<file path="src/rtl/shift_issue.sv">
// Issue stage for the SLL/SRL/SRA shifters: decodes R-type shifts into A/B/op/rd
// and hands them downstream through a valid/ready output register backed by one skid entry.
module shift_issue #(
  parameter int N = 32
) (
  input  logic         clk,
  input  logic         rst,
  input  logic         flush,
  input  logic         in_valid,
  output logic         in_ready,
  input  logic [31:0]  instr,
  input  logic [N-1:0] rs_data,
  input  logic [N-1:0] rt_data,
  output logic         out_valid,
  input  logic         out_ready,
  output logic [N-1:0] out_A,
  output logic [N-1:0] out_B,
  output logic [1:0]   out_op,
  output logic [4:0]   out_rd,
  output logic         illegal
);

  // Entry layout: {A, B, op, rd}
  localparam int EW = 2*N + 7;

  logic          w_legal;
  logic          w_var;
  logic [1:0]    w_op;
  logic [4:0]    w_amt;
  logic [EW-1:0] w_new;
  logic          w_accept;
  logic          w_acc_legal;
  logic          w_drain;
  logic          w_or_ld_new;
  logic          w_or_ld_sk;
  logic          w_sk_ld;
  logic          w_or_vld_nxt;
  logic          w_sk_vld_nxt;
  logic          w_unused;

  logic [EW-1:0] r_or;
  logic [EW-1:0] r_sk;
  logic          r_or_vld;
  logic          r_sk_vld;
  logic          r_in_ready;
  logic          r_illegal;

  always_comb begin
    w_legal = 1'b0;
    w_var   = 1'b0;
    w_op    = 2'b00;
    if (instr[31:26] == 6'd0) begin
      case (instr[5:0])
        6'h00: w_legal = 1'b1;
        6'h02: begin w_legal = 1'b1; w_op = 2'b01; end
        6'h03: begin w_legal = 1'b1; w_op = 2'b10; end
        6'h04: begin w_legal = 1'b1; w_var = 1'b1; end
        6'h06: begin w_legal = 1'b1; w_var = 1'b1; w_op = 2'b01; end
        6'h07: begin w_legal = 1'b1; w_var = 1'b1; w_op = 2'b10; end
        default: ;
      endcase
    end
  end

  assign w_amt       = w_var ? rs_data[4:0] : instr[10:6];
  assign w_new       = {rt_data, {{(N-5){1'b0}}, w_amt}, w_op, instr[15:11]};
  assign w_accept    = in_valid & r_in_ready & ~flush;
  assign w_acc_legal = w_accept & w_legal;
  assign w_drain     = r_or_vld & out_ready;
  assign w_unused    = ^{instr[25:16], rs_data[N-1:5]};

  // SK only ever holds an entry while OR is full, so OR-empty implies SK-empty.
  always_comb begin
    w_or_ld_new  = 1'b0;
    w_or_ld_sk   = 1'b0;
    w_sk_ld      = 1'b0;
    w_or_vld_nxt = r_or_vld;
    w_sk_vld_nxt = r_sk_vld;
    if (w_acc_legal) begin
      if (!r_or_vld || (w_drain && !r_sk_vld)) begin
        w_or_ld_new  = 1'b1;
        w_or_vld_nxt = 1'b1;
      end else if (w_drain) begin
        w_or_ld_sk = 1'b1;
        w_sk_ld    = 1'b1;
      end else begin
        w_sk_ld      = 1'b1;
        w_sk_vld_nxt = 1'b1;
      end
    end else if (w_drain) begin
      if (r_sk_vld) begin
        w_or_ld_sk   = 1'b1;
        w_sk_vld_nxt = 1'b0;
      end else begin
        w_or_vld_nxt = 1'b0;
      end
    end
  end

  always_ff @(posedge clk) begin
    if (rst) begin
      r_or_vld   <= 1'b0;
      r_sk_vld   <= 1'b0;
      r_in_ready <= 1'b1;
      r_illegal  <= 1'b0;
    end else if (flush) begin
      r_or_vld   <= 1'b0;
      r_sk_vld   <= 1'b0;
      r_in_ready <= 1'b1;
      r_illegal  <= 1'b0;
    end else begin
      r_or_vld   <= w_or_vld_nxt;
      r_sk_vld   <= w_sk_vld_nxt;
      r_in_ready <= ~w_sk_vld_nxt;
      r_illegal  <= w_accept & ~w_legal;
    end
  end

  // OR data is cleared on reset so the outputs read zero; SK data needs no reset.
  always_ff @(posedge clk) begin
    if (rst) begin
      r_or <= '0;
    end else if (!flush) begin
      if (w_or_ld_new)
        r_or <= w_new;
      else if (w_or_ld_sk)
        r_or <= r_sk;
    end
  end

  always_ff @(posedge clk) begin
    if (!rst && !flush && w_sk_ld)
      r_sk <= w_new;
  end

  assign in_ready  = r_in_ready;
  assign out_valid = r_or_vld;
  assign out_A     = r_or[EW-1 -: N];
  assign out_B     = r_or[N+6 -: N];
  assign out_op    = r_or[6:5];
  assign out_rd    = r_or[4:0];
  assign illegal   = r_illegal;

endmodule

</file>
<file path="config.mk">
export PLATFORM = sky130hd
export DESIGN_NAME = shift_issue
export DESIGN_NICKNAME = d
export VERILOG_FILES = /design/src/rtl/shift_issue.sv
export SDC_FILE = /design/constraint.sdc
export NUM_CORES = 1
export LEC_CHECK = 0
export CAP_MARGIN = 20
export CELL_PAD_IN_SITES_DETAIL_PLACEMENT = 1
export CELL_PAD_IN_SITES_GLOBAL_PLACEMENT = 1
export CORE_MARGIN = 8
export CORE_UTILIZATION = 40
export DETAILED_ROUTE_END_ITERATION = 8
export DONT_BUFFER_PORTS = 1
export PLACE_DENSITY_LB_ADDON = 0.12
export SYNTH_ARGS = -nofsm -noshare
export SYNTH_HDL_FRONTEND = slang
export SYNTH_SLANG_ARGS = --single-unit
export TNS_END_PERCENT = 5
</file>
<file path="constraint.sdc">
create_clock -name clk -period 9.2 [get_ports clk]
set_input_delay 0.92 -clock clk [delete_from_list [all_inputs] [get_ports clk]]
set_output_delay 0.92 -clock clk [all_outputs]
set_load 0.05 [all_outputs]
</file>
-- Word level (Yosys, flattened, before mapping)
Index checks and enable logic that the tools add are counted.
- bits of input ports: 101
- output and inout bits: 74
- flip-flop bits (word level): 119
- mux-type cells: 26
- reduce and logical (&&, ||, !) cells: 19
- eq/ne operators: 7
- bitwise operators: 8
- operators with widths (kind ; number):
    $mux W71 ; 2
    $mux W1 ; 21
    $eq A6 B3 Y1 const B ; 3
    $eq A6 B2 Y1 const B ; 2
    $logic_not A6 Y1 ; 2
    $reduce_or A2 Y1 ; 3
    $reduce_or A6 Y1 ; 1
    $and A1 B1 Y1 ; 5
    $mux W5 ; 1
    $logic_not A1 Y1 ; 4
    $pmux W2 S2 ; 1
    $reduce_bool A2 Y1 ; 2
    $logic_and A1 B1 Y1 ; 3
    $not A1 Y1 ; 3
    $reduce_and A3 Y1 ; 1
    $reduce_or A3 Y1 ; 1
    $mux W2 ; 1
    $ne A2 B1 Y1 const B ; 1
    $ne A2 B2 Y1 const B ; 1
    $reduce_and A2 Y1 ; 1
    $logic_or A1 B1 Y1 ; 1

-- Depth between registers and ports, before layout
- depth after elaboration: 8
- mapped depth: 6

-- Least setup slack after synthesis
Ideal clock, no wire load.
- path kind: input to register
- start point: in instr[30]
- end point: reg r_sk[0] (enable)
- setup time: 0.555 ns
- slack: 2.447 ns
- required time: 8.645 ns
- path buffers: 2
- stages: 6
- arrival: 6.198 ns
- cells stage by stage: or4_4 -> nor3_2 -> buf_4 -> buf_6 -> nand2_1 -> nor4_1
- cells in the longest elaborated chain, start to end: 5
- ends and longest elaborated chain (item ; line ; text):
    from (decl) ; 11 ; input logic [31:0] instr,
    $logic_not A6 Y1 ; 52 ; if (instr[31:26] == 6'd0) begin
    $mux W1 ; 52 ;
    $and A1 B1 Y1 ; 68 ; assign w_acc_legal = w_accept & w_legal;
    $mux W1 ; 79 ; if (w_acc_legal) begin
    $logic_and A1 B1 Y1 ; 132 ; if (!rst && !flush && w_sk_ld)
    to (signal assigned) ; 133 ; r_sk <= w_new;
    to (decl) ; 42 ; logic [EW-1:0] r_sk;
Every way passes these cells.
A chain may end at the register's enable or synchronous reset.

-- Worst setup path in the final report
- start point: in instr[30]
- end point: reg r_or[10]
- cells in the longest elaborated chain, start to end: 6
- elaborated cells between the ends (all ways): 10
- classes of those cells: mux (6); bitwise (1); reduce/logical (3)
- ends and longest elaborated chain (item ; line ; text):
    $logic_not A6 Y1 (*) ; 52 ;
    $mux W1 ; 52 ;
    $and A1 B1 Y1 ; 68 ;
    $mux W1 ; 79 ;
    $reduce_bool A2 Y1 (no source line) ; -- ;
    $reduce_and A2 Y1 (no source line) ; -- ;
    to (signal assigned) ; 125 ; r_or <= w_new;
    to (signal assigned) ; 127 ; r_or <= r_sk;
    to (decl) ; 41 ; logic [EW-1:0] r_or;
Mark *: on every way between the ends. The rest lies on a longest branch, timed or not.

==> run summary <==
### Worst hold path
- worst min-delay path class: flop to flop
- endpoint with the worst hold slack: r_or[11]
- cell depth of the worst min-delay path: 3
- Hold Path Origin: r_sk[11]

### Detailed routing
- final routed wire length divided by cell count: 24.1 um
- ANT nets after route: 0
- iteration count of the initial detailed-routing pass: 5
- Residual DRC: 0
- number of vias per cell after detailed routing: 5.91
- DRT iter0 DRCs: 199
- routed vias: 2700
- Detailed Route WL: 11.0 mm

### Setup path
- cell-by-cell trace of the critical path: or4_4, nor3_4, buf_4, and3_2, mux2_2
- CP endpoint kind: flop
- crit path buf inv count: 1
- delay of the slowest critical-path stage: 980 ps
- highest fanout seen on the critical path: 44
- FF-to-FF Start: in_ready
- flop-to-flop setup slack: 5960 ps
- worst reg2reg path depth: 5
- reg-to-reg endpoint: r_or[10]
- startpoint type of the worst setup path: primary input
- worst endpoint required time: 9430 ps
- Critical Path AT: 3490 ps
- highest-delay cell along the critical path: sky130_fd_sc_hd__and3_2
- classification of the worst setup path: primary input to flop
- kind of cell with the highest combined delay on the critical path: simple AND/OR/NAND/NOR gates

### Timing
- unrepaired setup endpoints after global routing: no
- relative slew slack: 0.321
- final hold violation count: 0
- Final Slew Violations: 0
- worst clock skew: 15.3 ps
- slew at the pin with the worst max-slew slack: 1020 ps
- maximum clock frequency: 307 MHz
- final critical-path required period: 3260 ps
- share of the clock period used by the worst path: 0.354
- TNS Setup: 0 ps
- final number of setup-violating endpoints: 0

### Yosys
- syn_area_per_cell: 12.6 um2
- total number of yosys warnings: 0
- flops & latches, synth: 92
- largest cells by area after synthesis: sky130_fd_sc_hd__edfxtp_1 32%, sky130_fd_sc_hd__dfxtp_1 23%, sky130_fd_sc_hd__mux2i_1 12%
- cell type with the highest aggregate area in the netlist: sky130_fd_sc_hd__edfxtp_1
- cell area after synthesis: 4190 um2
- Seq/Total Area, Yosys: 0.545
- number of cells produced by synthesis: 332
- distinct cell type count of the synthesized netlist: 36
- area share of the leading cell type in the synthesized netlist: 0.315

### Flow run
- # Max-Cap Violations: 0

### Place
- DPL Wire Length: 6.89 mm
- RD Place Congestion: 0.701
- count of input and output buffers: 0
- Post-Place Cells: 441
- placed standard-cell area: 4150 um2

### GRT
- first-pass GRT wire length: 16.8 mm
- via count of the first global-routing pass: 2838
- Total GRT Usage: 0.152
- initial antenna violation count: 0
- pin count of the biggest net entering global routing: 54
- grt total ovfl: 0

### Finish
- layout overhead on the synthesized area: 3.73%
- summed area of non-filler cells in the final layout: 4350 um2
- Post-Layout Cell Count: 457
- core occupancy in the finished layout: 0.425
- count of antenna diodes in the layout: 0
- most common cell after layout, fill and taps aside: sky130_fd_sc_hd__mux2i_1
- filler cell count: 1092
- net total in the final layout: 417
- share of cells above drive strength 1: 0.215
- top library cells by usage in the layout, fill and taps aside: 49 x sky130_fd_sc_hd__mux2i_1, 48 x sky130_fd_sc_hd__dfxtp_1, 44 x sky130_fd_sc_hd__edfxtp_1, 37 x sky130_fd_sc_hd__a311oi_1, 37 x sky130_fd_sc_hd__a31o_2

### Power
- clock network power share: 0.365
- net switching fraction of the power: 0.239
- cell-internal power: 0.000556 W
- Combinational Power Share: 0.049
- NetSw: 0.000175 W
- Seq pwr share: 0.586
- leakage power: 1.76 nW
- largest voltage drop on the vdd net: 0.0000764 V
- PD cells: 168 nW/um2

### Clocking
- number of buffers between clock root and the deepest sink: 2
- clock tree sinks: 92
- post-CTS sizing: 0
- TritonCTS clock tree: done
- number of buffers created by CTS: 9
- CTS Root Cell: sky130_fd_sc_hd__clkbuf_8
- H-tree level count: 3
- number of setup buffers added after CTS: 0
- clk_lat worst skew: 350 ps
- clock slew seen by the registers of the worst setup and hold paths: 100 ps
- CTS Hold Buffers Added: 0

### Die
- total die area: 14000 um2
- io pins: 175
- starting utilization of the core area: 0.409
- Chip Width: 118 um
- Core Region: 10200 um2
- vertical die dimension: 118 um
- Placement Rows: 37

### Outcome
- run status: finished clean

-- cells by family (layout without fill, tap and decap cells) --
logic type | count (synthesis) | after routing | share of synthesized area
DFF | 92 | 92 | 0.545
AOI/OAI and AO/OA | 83 | 83 | 0.170
buffers and inverters | 65 | 28 | 0.0953
muxes | 59 | 59 | 0.144
other | 1 | 27 | 0.000895
and+or+nand+nor | 32 | 32 | 0.0451
-- layout make-up --
type	instances	area, um2	area share
tap	136	170	0.0392
inverter	5	18.8	0.00432
clock buffer	9	124	0.0285
multi-input combinational	201	1630	0.375
sequential	92	2280	0.525
clock inverter	7	67.6	0.0155
timing repair buffer	7	52.6	0.0121
-- cell usage after synthesis, drive strengths merged --
library cell and count:
a2111oi 1, a211oi 1, a21boi 1, a21oi 1
a221oi 2, a311oi 37, a31o 37, and3 3
buf 44, clkbuf 16, conb 1, dfxtp 48
edfxtp 44, inv 5, mux2 10, mux2i 49
nand2 3, nand2b 1, nand3 2, nand3b 1
nand4 1, nand4b 1, nor2 13, nor3 1
nor4 2, nor4bb 1, o21a 1, o21ai 2
or3 2, or4 1
-- worst reg2reg max path: cells and delay by family, from the launching register on --
family	cells	cell delay (ps)
multiplexers	1	420
buffers and inverters	1	410
AND/OR/NAND/NOR	3	1620
flip-flops	1	680
-- routing by layer --
layer  track usage  vias up  share of wire  wire [um]
met4        0.0456        0         0.0077         85
met2         0.245       90           0.48       5280
met1         0.175     1392           0.41       4470
met5             0        -              0          0
met3        0.0723        8           0.11       1190
li1              -     1210              -          -
-- registers in the layout, indices dropped and copies added (netlist names) --
name       flops
out_valid      1
r_sk          44
r_sk_vld       1
in_ready       1
r_or          44
illegal        1
-- per-stage QoR --
stage	setup WS, ps	power [W]	hold WS (ps)
2_1_floorplan	2450	0.000483	556
3_3_place_gp	5550	0.000473	588
3_5_place_dp	5560	0.000473	599
4_1_cts	5930	0.000742	618
5_1_grt	5820	0.000757	618
6_report	5940	0.000731	614
-- worst max path at each step --
stage / from / to / cells after the start / slack, ps
floorplan: instr[30] / r_sk[0] / 6 / 2450
CTS: in_ready / r_or[10] / 5 / 5930
global placement: instr[30] / r_or[8] / 5 / 5550
detailed placement: instr[30] / r_or[8] / 5 / 5560
finish: instr[30] / r_or[10] / 5 / 5940
global route: in_ready / r_or[10] / 5 / 5820
-- power groups by stage --
stage / Sequential (W) / Clock, W / Combinational, W
floorplan: 0.000438 / 0 / 0.0000451
global placement: 0.000438 / 0 / 0.0000350
detailed placement: 0.000438 / 0 / 0.0000350
CTS: 0.000429 / 0.000278 / 0.0000351
global route: 0.000429 / 0.000292 / 0.0000370
finish: 0.000429 / 0.000267 / 0.0000355
Power figures use the tool's default switching activity.
